### config.mk
export PLATFORM = sky130hd
export DESIGN_NAME = uart_program_loader
export DESIGN_NICKNAME = d
export VERILOG_FILES = /design/src/rtl/uart_program_loader.sv
export SDC_FILE = /design/constraint.sdc
export NUM_CORES = 1
export LEC_CHECK = 0
export ABC_AREA = 1
export CAP_MARGIN = 0
export CORE_MARGIN = 2
export CORE_UTILIZATION = 40
export DETAILED_ROUTE_END_ITERATION = 12
export SETUP_SLACK_MARGIN = 0.2
export SYNTH_ARGS = -nofsm -noshare
export SYNTH_HDL_FRONTEND = slang
export SYNTH_SLANG_ARGS = --single-unit
export TNS_END_PERCENT = 30
### constraint.sdc
create_clock -name clk -period 2.6 [get_ports clk]
set_clock_uncertainty 0.15 [all_clocks]
set_input_delay 0.52 -clock clk [delete_from_list [all_inputs] [get_ports clk]]
set_output_delay 0.52 -clock clk [all_outputs]
set_load 0.05 [all_outputs]
### src/rtl/uart_program_loader.sv
// UART program loader: receives an A5/LEN/payload/CSUM frame over 8N1 serial and
// writes the payload into program memory, holding the CPU in reset until a good checksum.
module uart_program_loader #(
  parameter int CLKS_PER_BIT = 16,
  parameter int ADD_WIDTH    = 7,
  parameter int DATA_WIDTH   = 8
) (
  input  logic                  clk,
  input  logic                  rst,
  input  logic                  rx,
  output logic                  pmWrEn,
  output logic [ADD_WIDTH-1:0]  pm_addr,
  output logic [DATA_WIDTH-1:0] instructionIn,
  output logic                  cpu_rst,
  output logic                  busy,
  output logic                  load_done,
  output logic                  load_err
);

  localparam int CW = $clog2(CLKS_PER_BIT);
  localparam logic [CW-1:0] HALF_M1 = CW'(CLKS_PER_BIT / 2 - 1);
  localparam logic [CW-1:0] FULL_M1 = CW'(CLKS_PER_BIT - 1);
  localparam logic [7:0]    HDR     = 8'hA5;
  localparam logic [7:0]    MAX_LEN = 8'd128;

  typedef enum logic [1:0] {RX_IDLE, RX_START, RX_DATA, RX_STOP} rx_state_t;
  typedef enum logic [2:0] {WAIT_HDR, GET_LEN, GET_DATA, GET_CSUM, DONE, ERR} ld_state_t;

  rx_state_t rx_state, rx_nxt;
  ld_state_t ld_state, ld_nxt;

  logic                 rx_meta, rx_sync;
  logic [CW-1:0]        clk_cnt;
  logic [2:0]           bit_idx;
  logic [7:0]           rx_byte;
  logic                 cnt_tick;
  logic                 byte_valid, frame_err;

  logic [7:0]           checksum;
  logic [7:0]           remaining;
  logic [ADD_WIDTH-1:0] index;
  logic                 wr_req, frame_start;

  // UART receiver state register and bit-timing datapath
  always_ff @(posedge clk or posedge rst) begin
    if (rst) begin
      rx_meta  <= 1'b1;
      rx_sync  <= 1'b1;
      rx_state <= RX_IDLE;
      clk_cnt  <= '0;
      bit_idx  <= '0;
      rx_byte  <= '0;
    end else begin
      rx_meta  <= rx;
      rx_sync  <= rx_meta;
      rx_state <= rx_nxt;
      if (rx_state == RX_IDLE || cnt_tick)
        clk_cnt <= '0;
      else
        clk_cnt <= clk_cnt + 1'b1;
      if (rx_state == RX_START)
        bit_idx <= '0;
      if (rx_state == RX_DATA && cnt_tick) begin
        rx_byte <= {rx_sync, rx_byte[7:1]};
        bit_idx <= bit_idx + 1'b1;
      end
    end
  end

  // Start check waits half a bit; every later sample is one full bit apart
  always_comb begin
    rx_nxt     = rx_state;
    byte_valid = 1'b0;
    frame_err  = 1'b0;
    cnt_tick   = (rx_state == RX_START) ? (clk_cnt == HALF_M1) : (clk_cnt == FULL_M1);
    case (rx_state)
      RX_IDLE:  if (!rx_sync) rx_nxt = RX_START;
      RX_START: if (cnt_tick) rx_nxt = rx_sync ? RX_IDLE : RX_DATA;
      RX_DATA:  if (cnt_tick && bit_idx == 3'd7) rx_nxt = RX_STOP;
      RX_STOP: begin
        if (cnt_tick) begin
          rx_nxt     = RX_IDLE;
          byte_valid = rx_sync;
          frame_err  = !rx_sync;
        end
      end
      default:  rx_nxt = RX_IDLE;
    endcase
  end

  always_comb begin
    ld_nxt      = ld_state;
    wr_req      = 1'b0;
    frame_start = 1'b0;
    case (ld_state)
      WAIT_HDR, DONE, ERR: begin
        if (byte_valid && rx_byte == HDR) begin
          ld_nxt      = GET_LEN;
          frame_start = 1'b1;
        end
      end
      GET_LEN: begin
        if (frame_err)
          ld_nxt = ERR;
        else if (byte_valid)
          ld_nxt = (rx_byte != 8'd0 && rx_byte <= MAX_LEN) ? GET_DATA : ERR;
      end
      GET_DATA: begin
        if (frame_err)
          ld_nxt = ERR;
        else if (byte_valid) begin
          wr_req = 1'b1;
          if (remaining == 8'd1) ld_nxt = GET_CSUM;
        end
      end
      GET_CSUM: begin
        if (frame_err)
          ld_nxt = ERR;
        else if (byte_valid)
          ld_nxt = (rx_byte == checksum) ? DONE : ERR;
      end
      default: ld_nxt = WAIT_HDR;
    endcase
  end

  // Flags are registered from the next state so they move on the same edge as the FSM
  always_ff @(posedge clk or posedge rst) begin
    if (rst) begin
      ld_state      <= WAIT_HDR;
      pmWrEn        <= 1'b0;
      pm_addr       <= '0;
      instructionIn <= '0;
      cpu_rst       <= 1'b1;
      busy          <= 1'b0;
      load_done     <= 1'b0;
      load_err      <= 1'b0;
      checksum      <= '0;
      remaining     <= '0;
      index         <= '0;
    end else begin
      ld_state  <= ld_nxt;
      pmWrEn    <= wr_req;
      cpu_rst   <= (ld_nxt != DONE);
      load_done <= (ld_nxt == DONE);
      load_err  <= (ld_nxt == ERR);
      busy      <= (ld_nxt == GET_LEN) || (ld_nxt == GET_DATA) || (ld_nxt == GET_CSUM);
      if (frame_start) begin
        checksum <= '0;
        index    <= '0;
      end
      if (ld_state == GET_LEN && byte_valid)
        remaining <= rx_byte;
      if (wr_req) begin
        pm_addr       <= index;
        instructionIn <= DATA_WIDTH'(rx_byte);
        index         <= index + 1'b1;
        checksum      <= checksum ^ rx_byte;
        remaining     <= remaining - 8'd1;
      end
    end
  end

endmodule
# Word level (Yosys, flattened, before mapping)
# Index checks and enable logic that the tools add are counted.
# totals
ff_bits,65
latch_bits,0
ramBits,0
rom_bits,0
inputBits,3
output_inout_bits,20
elab_cells,100
mem_count,0
# op_classes
add_sub_neg,4
multipliers,0
div_mod_pow,0
n_lt_le_gt_ge,1
n_eq_ne,24
n_shift,0
n_mux,36
bitwise_logic,1
n_reduce_logical,17
# op_table
cell,n
2-to-1 mux 3 bit,11
2-to-1 mux 8 bit,4
== test 3 bit (second input constant),5
2-to-1 mux 7 bit,2
== test 3 x 2 -> 1 bit (second input constant),4
one-hot mux 3 bit (4 select lines),1
2-to-1 mux 1 bit,11
2-to-1 mux 2 bit,5
== test 8 x 1 -> 1 bit (second input constant),1
== test 8 bit,1
== test 8 bit (second input constant),1
less-or-equal comparator 8 bit (second input constant),1
one-hot mux 2 bit (4 select lines),1
nonzero test 8 bit,1
subtractor 8 x 1 -> 8 bit (second input constant),1
XOR 8 bit,1
adder 7 x 1 -> 7 bit (second input constant),1
== test 3 x 1 -> 1 bit (second input constant),2
!= test 2 bit (second input constant),3
nonzero test 2 bit,3
logical AND 1 bit,5
adder 4 x 1 -> 4 bit (second input constant),1
== test 2 bit (second input constant),2
== test 4 x 3 -> 1 bit (second input constant),1
12 further kinds,14

# Logic depth before layout (Yosys ltp)
# Gate-level depths: netlist of the first run.
# logic_depth
depth_word,10
depth_mapped,12
mapped_depth_nobuf,12

# Least setup slack after synthesis of the first run
# No wires, ideal clock.
# synth_path
kind,register -> register
startpoint,register clk_cnt[0]
endpoint,register remaining[4]
arrival_time_ps,1500
required_ps,2325
path_slack_ps,826
path_stages_with_launch,12
path_buffers,1
synth_period_minus_slack_ps,1774
cell_sequence,dfrtp_1 ha_1 nand2_1 inv_1 nand4_4 nor2_4 inv_2 nor2_4 inv_2 buf_6 o211ai_2 o21ai_1
# synth_via
elab_chain_len,8
# synth_rtl
element,line,source
"start, declared",33,logic [CW-1:0] clk_cnt;
"start signal, assigned",60,clk_cnt <= clk_cnt + 1'b1;
== test 4 bit / == test 4 x 3 -> 1 bit (equally long branches),75,cnt_tick = (rx_state == RX_START) ? (clk_cnt == HALF_M1) : (clk_cnt == FULL_M1);
2-to-1 mux 1 bit *,75,
2-to-1 mux 1 bit,81,if (cnt_tick) begin
2-to-1 mux 1 bit,76,case (rx_state)
2-to-1 mux 1 bit,111,else if (byte_valid) begin
2-to-1 mux 1 bit,109,if (frame_err)
2-to-1 mux 1 bit,95,case (ld_state)
2-to-1 mux 8 bit / nonzero test 2 bit (equally long branches),n/a,
"end signal, assigned",152,remaining <= rx_byte;
"end signal, assigned",158,remaining <= remaining - 8'd1;
"end, declared",40,logic [7:0] remaining;
# Every way passes the cells marked *; elsewhere a longest branch is shown, timed or not.
# A chain may end at the register's enable or synchronous reset.

# Worst setup path after layout of the first run
# layout_path
startpoint,register cpu_rst
endpoint,output port cpu_rst
# layout_lines
element,line,source
"start, declared",14,"output logic cpu_rst,"
"start signal, assigned",143,cpu_rst <= (ld_nxt != DONE);
# No word-level cell between the ends.

==> impl_metrics.yaml, run 1 <==
global_route:
  grt_use_total: 0.1651
  antenna_found_initial: 0
  grt_pass1_vias: 2348
  grt_pass1_wl_um: 11140
  grt-ovfl-total: 0
  grt_max_degree: 40
pwr:
  p_int_mw: 1.483
  p_leak_nw: 1.799
  sequentialPowerShare: 0.530
  clock_power_share: 0.372
  switchingPower_mw: 0.6244
  ir_drop_mv: 0.5262
  power_density_nw_per_um2: 572.5
  share_comb_of_total_power: 0.098
  swShare: 0.2963
outcome:
  outcome: "finished, final reports clean"
route:
  ant_nets: 0
  first_pass_iters: 5
  vias_per_cell: 4.765
  drt_iter0_markers: 167
  vias: 2411
  drc: 0
  wl_per_cell_um: 12.62
  wirelength_um: 6385
setup_path:
  crit_path_top_delay_cell: "clkdlybuf4s50_1"
  ff2ff_setup_slack_ns: 0.60
  cp.required_ns: 1.93
  startpoint_type: "flop"
  path_class: "flop to output port"
  cp-end-kind: "output port"
  crit_buf_inv: 1
  arrival_ns: 1.66
  critPathMaxFanout: 1
  path_cells: "clkdlybuf4s50_1"
  worst_path_largest_cell_delay_ns: 0.79
  critical_path.top_delay_family: "buffers and inverters"
sta:
  tightest_slew_ns: 0.5043
  relSlewSlack: 0.6627
  rsz0062_at_grt: "false"
  setup_tns_ns: 0
  max_freq_ghz: 0.4300
  setup_viol: 0
  drv_slew: 0
  fin_crit_ns: 2.326
  finalCritPeriodShare: 0.8945
  hold_ws_ns: 0.2081
  finalHoldViolCount: 0
clock_network:
  htree_levels: 3
  cts_sinks: 65
  clockBufferDepth: 2
  cts_setup_buffers: 0
  cts_inserted_buffers: 9
  clk_pin_slew_ns: 0.08
  cts_root_buffer: "clkbuf_8"
  insertion_delay_ns: 0.35
  cts_tree: "yes"
synthesis:
  seq_area_frac_synth: 0.5078
  synth_flop_cell: "dfrtp_1"
  netlist_area_um2: 3211
  synthArstFlopShare: 1.000
  yosys_register_bits: 65
  synth.distinct_cells: 31
  syn_inst: 370
  synth_edf_count: 0
  syn_nets: 379
  syn_area_per_cell_um2: 8.677
  yosys_warnings: 0
placement:
  gp_congestion: 0.8634
  hpwl_um: 4479
  dp.cells: 490
  io_buffer_count: 22
finish:
  fin_util: 0.4739
  diodes: 0
  layout-drive-gt1-share: 0.1163
  multi_input_area_um2: 1281
  nFillCells: 748
  synthToLayoutAreaGrowth_pct: 14.65
  fin_nets: 408
  ff_latch_area_um2: 1630
  stdcell_count: 506
flow_run:
  cap_viol_max_count: 0
floorplanning:
  rows: 32
  die_area_um2: 8759
  start_util: 0.4133
  core_area_um2: 7767
  boundaryPins: 23
  die_y_um: 93.59
  die_width_um: 93.59
hold_path:
  hold_class: "flop to flop"
## cell usage after synthesis, types with 2 or more instances
master / count / share of area
nand2_1: 95 / 0.11
dfrtp_1: 62 / 0.48
inv_1: 47 / 0.055
nor2_1: 37 / 0.043
o21ai_0: 26 / 0.041
nand3_1: 17 / 0.026
xor2_1: 11 / 0.030
o22ai_1: 10 / 0.019
o21ai_1: 9 / 0.014
buf_6: 7 / 0.025
o21ai_2: 7 / 0.019
a21oi_1: 6 / 0.0094
ha_1: 6 / 0.023
inv_2: 4 / 0.0047
dfstp_2: 3 / 0.025
nor3_1: 3 / 0.0047
o211ai_1: 3 / 0.0070
nand4_1: 2 / 0.0039
nor2_4: 2 / 0.0070
o211ai_2: 2 / 0.0078
## final timing paths
kind / start / endpoint / cells past startpoint
setup / recovery: cpu_rst / cpu_rst / 1
hold / removal: rx_meta / rx_sync / 0
setup reg to reg: clk_cnt[0] / remaining[6] / 11
hold reg to reg: rx_meta / rx_sync / 0
max in group asynchronous: rst / cpu_rst / 3
min in group asynchronous: rst / asynchronous set/reset pin / 2
## routing by layer
metal / track usage / up-vias / wire, µm
met1: 0.2164 / 1129 / 3092
met5: 0 / - / 0
met3: 0.04432 / 9 / 201
met4: 0.07488 / 0 / 111
li1: - / 1243 / -
met2: 0.2560 / 30 / 2980
## timing repair
item | CTS | global route
gates resized for setup | 0 | 2
hold buffers | 0 | 0
endpoints found under the setup margin | 0 | 2
## flip-flops by register name, indices dropped and copies added (netlist names), 3 cells and up, named ones only
register       flops
pm_addr            7
index              7
checksum           8
bit_idx            3
clk_cnt            4
remaining          8
rx_byte            8
ld_state           3
instructionIn      8
## through the flow
| step | power, mW | setup slack (ns) | cell area [µm²] |
|---|---|---|---|
| after floorplan | 1.292 | 0.3085 | 3211 |
| after global placement | 1.342 | 0.4810 | 3501 |
| after detailed placement | 1.347 | 0.4234 | 3501 |
| after CTS | 2.140 | 0.2486 | 3679 |
| after global routing | 2.229 | 0.2272 | 3681 |
| final | 2.108 | 0.2743 | 3681 |
## area by class of cell
cell class / count / area share
Sequential cell: 65 / 0.4429
Multi-Input combinational cell: 245 / 0.3481
Timing Repair Buffer: 27 / 0.07342
Inverter: 51 / 0.05269
Tap cell: 102 / 0.03467
Clock buffer: 9 / 0.03365
Clock inverter: 7 / 0.01462
## cell families (layout without fill, tap and decap cells)
family | Yosys count | after routing | share of synthesized area
buf+inv | 60 | 94 | 0.09314
mux | 1 | 1 | 0.003118
simple gates | 160 | 160 | 0.2112
xor+xnor | 11 | 11 | 0.03001
compound gates | 67 | 67 | 0.1313
flops | 65 | 65 | 0.5078
fa+ha+maj | 6 | 6 | 0.02338
## placed cells by master, fill, tap and decap left out, types with 2 or more instances in the layout
master,instances
nand2_1,95
dfrtp_1,62
inv_1,46
nor2_1,37
o21ai_0,26
clkdlybuf4s50_1,22
nand3_1,17
xor2_1,11
o22ai_1,10
o21ai_1,9
clkbuf_8,9
o21ai_2,7
a21oi_1,6
ha_1,6
inv_2,4
buf_4,4
o211ai_1,3
nor3_1,3
clkinvlp_4,3
dfstp_2,3
nor2_4,2
o211ai_2,2
nand4_1,2
inv_6,2
## power by group through the flow
stage / Sequential (mW) / Combinational [mW] / Clock, mW
after floorplan: 1.12 / 0.168 / 0
after global placement: 1.14 / 0.207 / 0
after detailed placement: 1.14 / 0.211 / 0
after CTS: 1.12 / 0.212 / 0.811
after global routing: 1.12 / 0.248 / 0.857
final: 1.12 / 0.207 / 0.784
(Power assumes the default switching activity.)
==> inputs of run 2 (changes only) <==
RECOVER_POWER = 50   (was default)
SKIP_CTS_REPAIR_TIMING = 1   (was default)
==> run 2 against run 1 <==
Utilization is 0.47 points lower. Worst setup slack improved by 0.0017 ns. Flip-flop and latch count did not move. Fmax about the same. Sequential power is essentially flat. Global-route usage is the same. Clock power about the same. Sequential share of layout area is 0.44 points higher. Worst hold slack is essentially flat. Critical path type unchanged. Critical endpoint unchanged.
==> impl_metrics.yaml, run 2 (synthesis gave the netlist of run 1 again) <==
route:
  vias: 2451
  first_pass_iters: 6
  ant_nets: 0
  vias_per_cell: 4.844
  drc: 0
  wirelength_um: 6373
  drt_iter0_markers: 167
  wl_per_cell_um: 12.59
clock_network:
  htree_levels: 3
  cts_root_buffer: "clkbuf_8"
  cts_sinks: 65
  cts_inserted_buffers: 9
  cts_tree: "yes"
  clk_pin_slew_ns: 0.08
  insertion_delay_ns: 0.35
  clockBufferDepth: 2
global_route:
  grt_pass1_wl_um: 11140
  grt_use_total: 0.1651
  grt-ovfl-total: 0
  grt_pass1_vias: 2348
  grt_max_degree: 40
  antenna_found_initial: 0
finish:
  synthToLayoutAreaGrowth_pct: 13.52
  ff_latch_area_um2: 1630
  nFillCells: 753
  multi_input_area_um2: 1264
  final_cell_mix: "nand2_1, dfrtp_1, inv_1"
  layout-drive-gt1-share: 0.1015
  fin_nets: 408
  fin_area_um2: 3645
  diodes: 0
  mostFrequentLayoutCell: "nand2_1"
floorplanning:
  boundaryPins: 23
  die_area_um2: 8759
  die_y_um: 93.59
  core_area_um2: 7767
  start_util: 0.4133
  die_width_um: 93.59
  rows: 32
sta:
  setup_tns_ns: 0
  tightest_slew_ns: 0.9406
  relSlewSlack: 0.3729
  rsz0062_at_grt: "false"
  fin_crit_ns: 2.324
  finalCritPeriodShare: 0.8938
  drv_slew: 0
  setup_viol: 0
  finalHoldViolCount: 0
  fin_ws_ns: 0.2760
  max_freq_ghz: 0.4303
hold_path:
  hold_class: "flop to flop"
  hold_path_depth: 0
setup_path:
  path_cells: "clkdlybuf4s50_1"
  path_class: "flop to output port"
  startpoint_type: "flop"
  cp.required_ns: 1.93
  critical_path.top_delay_family: "buffers and inverters"
  crit_buf_inv: 1
  r2r_cells: 11
  crit_path_top_delay_cell: "clkdlybuf4s50_1"
  arrival_ns: 1.65
  cp-end-kind: "output port"
  worst_path_largest_cell_delay_ns: 0.79
  critPathMaxFanout: 1
  crit_cells: 1
placement:
  dpl_worst_slack_ns: 0.4234
  gp_congestion: 0.8634
  hpwl_um: 4479
  post_dp_cell_area_um2: 3501
  io_buffer_count: 22
flow_run:
  cap_viol_max_count: 0
pwr:
  p_leak_nw: 1.785
  power_density_nw_per_um2: 571.5
  ir_drop_mv: 0.4959
  p_total_mw: 2.083
outcome:
  outcome: "finished, final reports clean"
-- run 2: changes by cell type in the layout (fill, tap and decap cells not counted), moves of 2 or more --
cell             change
inv_1                +3
inv_2                -3
clkdlybuf4s50_1      -2
dlygate4sd3_1        +2
-- run 2: power by group --
group	leakage [nW]	total (mW)	switching (mW)	internal, mW
clock	0.0822	0.783	0.432	0.351
sequential	0.890	1.11	0.0476	1.06
combinational	0.812	0.194	0.127	0.0670
-- run 2: stage by stage --
stage,util,hold WS (ns),instances
final,0.4692,0.2081,506
after global routing,0.4692,0.2168,506
after CTS,0.4736,0.2112,506
after detailed placement,0.4507,0.1982,490
after global placement,0.4507,0.1963,490
after floorplan,-,0.1952,370
-- run 2: area by class of cell --
class | instances | area share
Timing Repair Buffer | 27 | 0.06900
Clock buffer | 9 | 0.03399
Tap cell | 102 | 0.03502
Multi-Input combinational cell | 245 | 0.3467
Clock inverter | 7 | 0.01476
Inverter | 51 | 0.05321
Sequential cell | 65 | 0.4473
-- run 2: worst paths after layout --
| path | from | to | slack (ns) |
|---|---|---|---|
| min in group asynchronous | rst | asynchronous set/reset pin | 0.42 |
| max in group asynchronous | rst | remaining[6] | 0.64 |
| max reg2reg | clk_cnt[0] | remaining[6] | 0.44 |
| min | rx_meta | rx_sync | 0.21 |
| min reg2reg | rx_meta | rx_sync | 0.21 |
| max | cpu_rst | cpu_rst | 0.28 |
-- run 2: metal layers --
layer  global-route usage  wire (µm)  part of all wire
met4              0.07488        117             0.018
met1               0.2164       3018              0.47
met3              0.04432        279             0.044
met2               0.2560       2957              0.46
met5                    0          0                 0
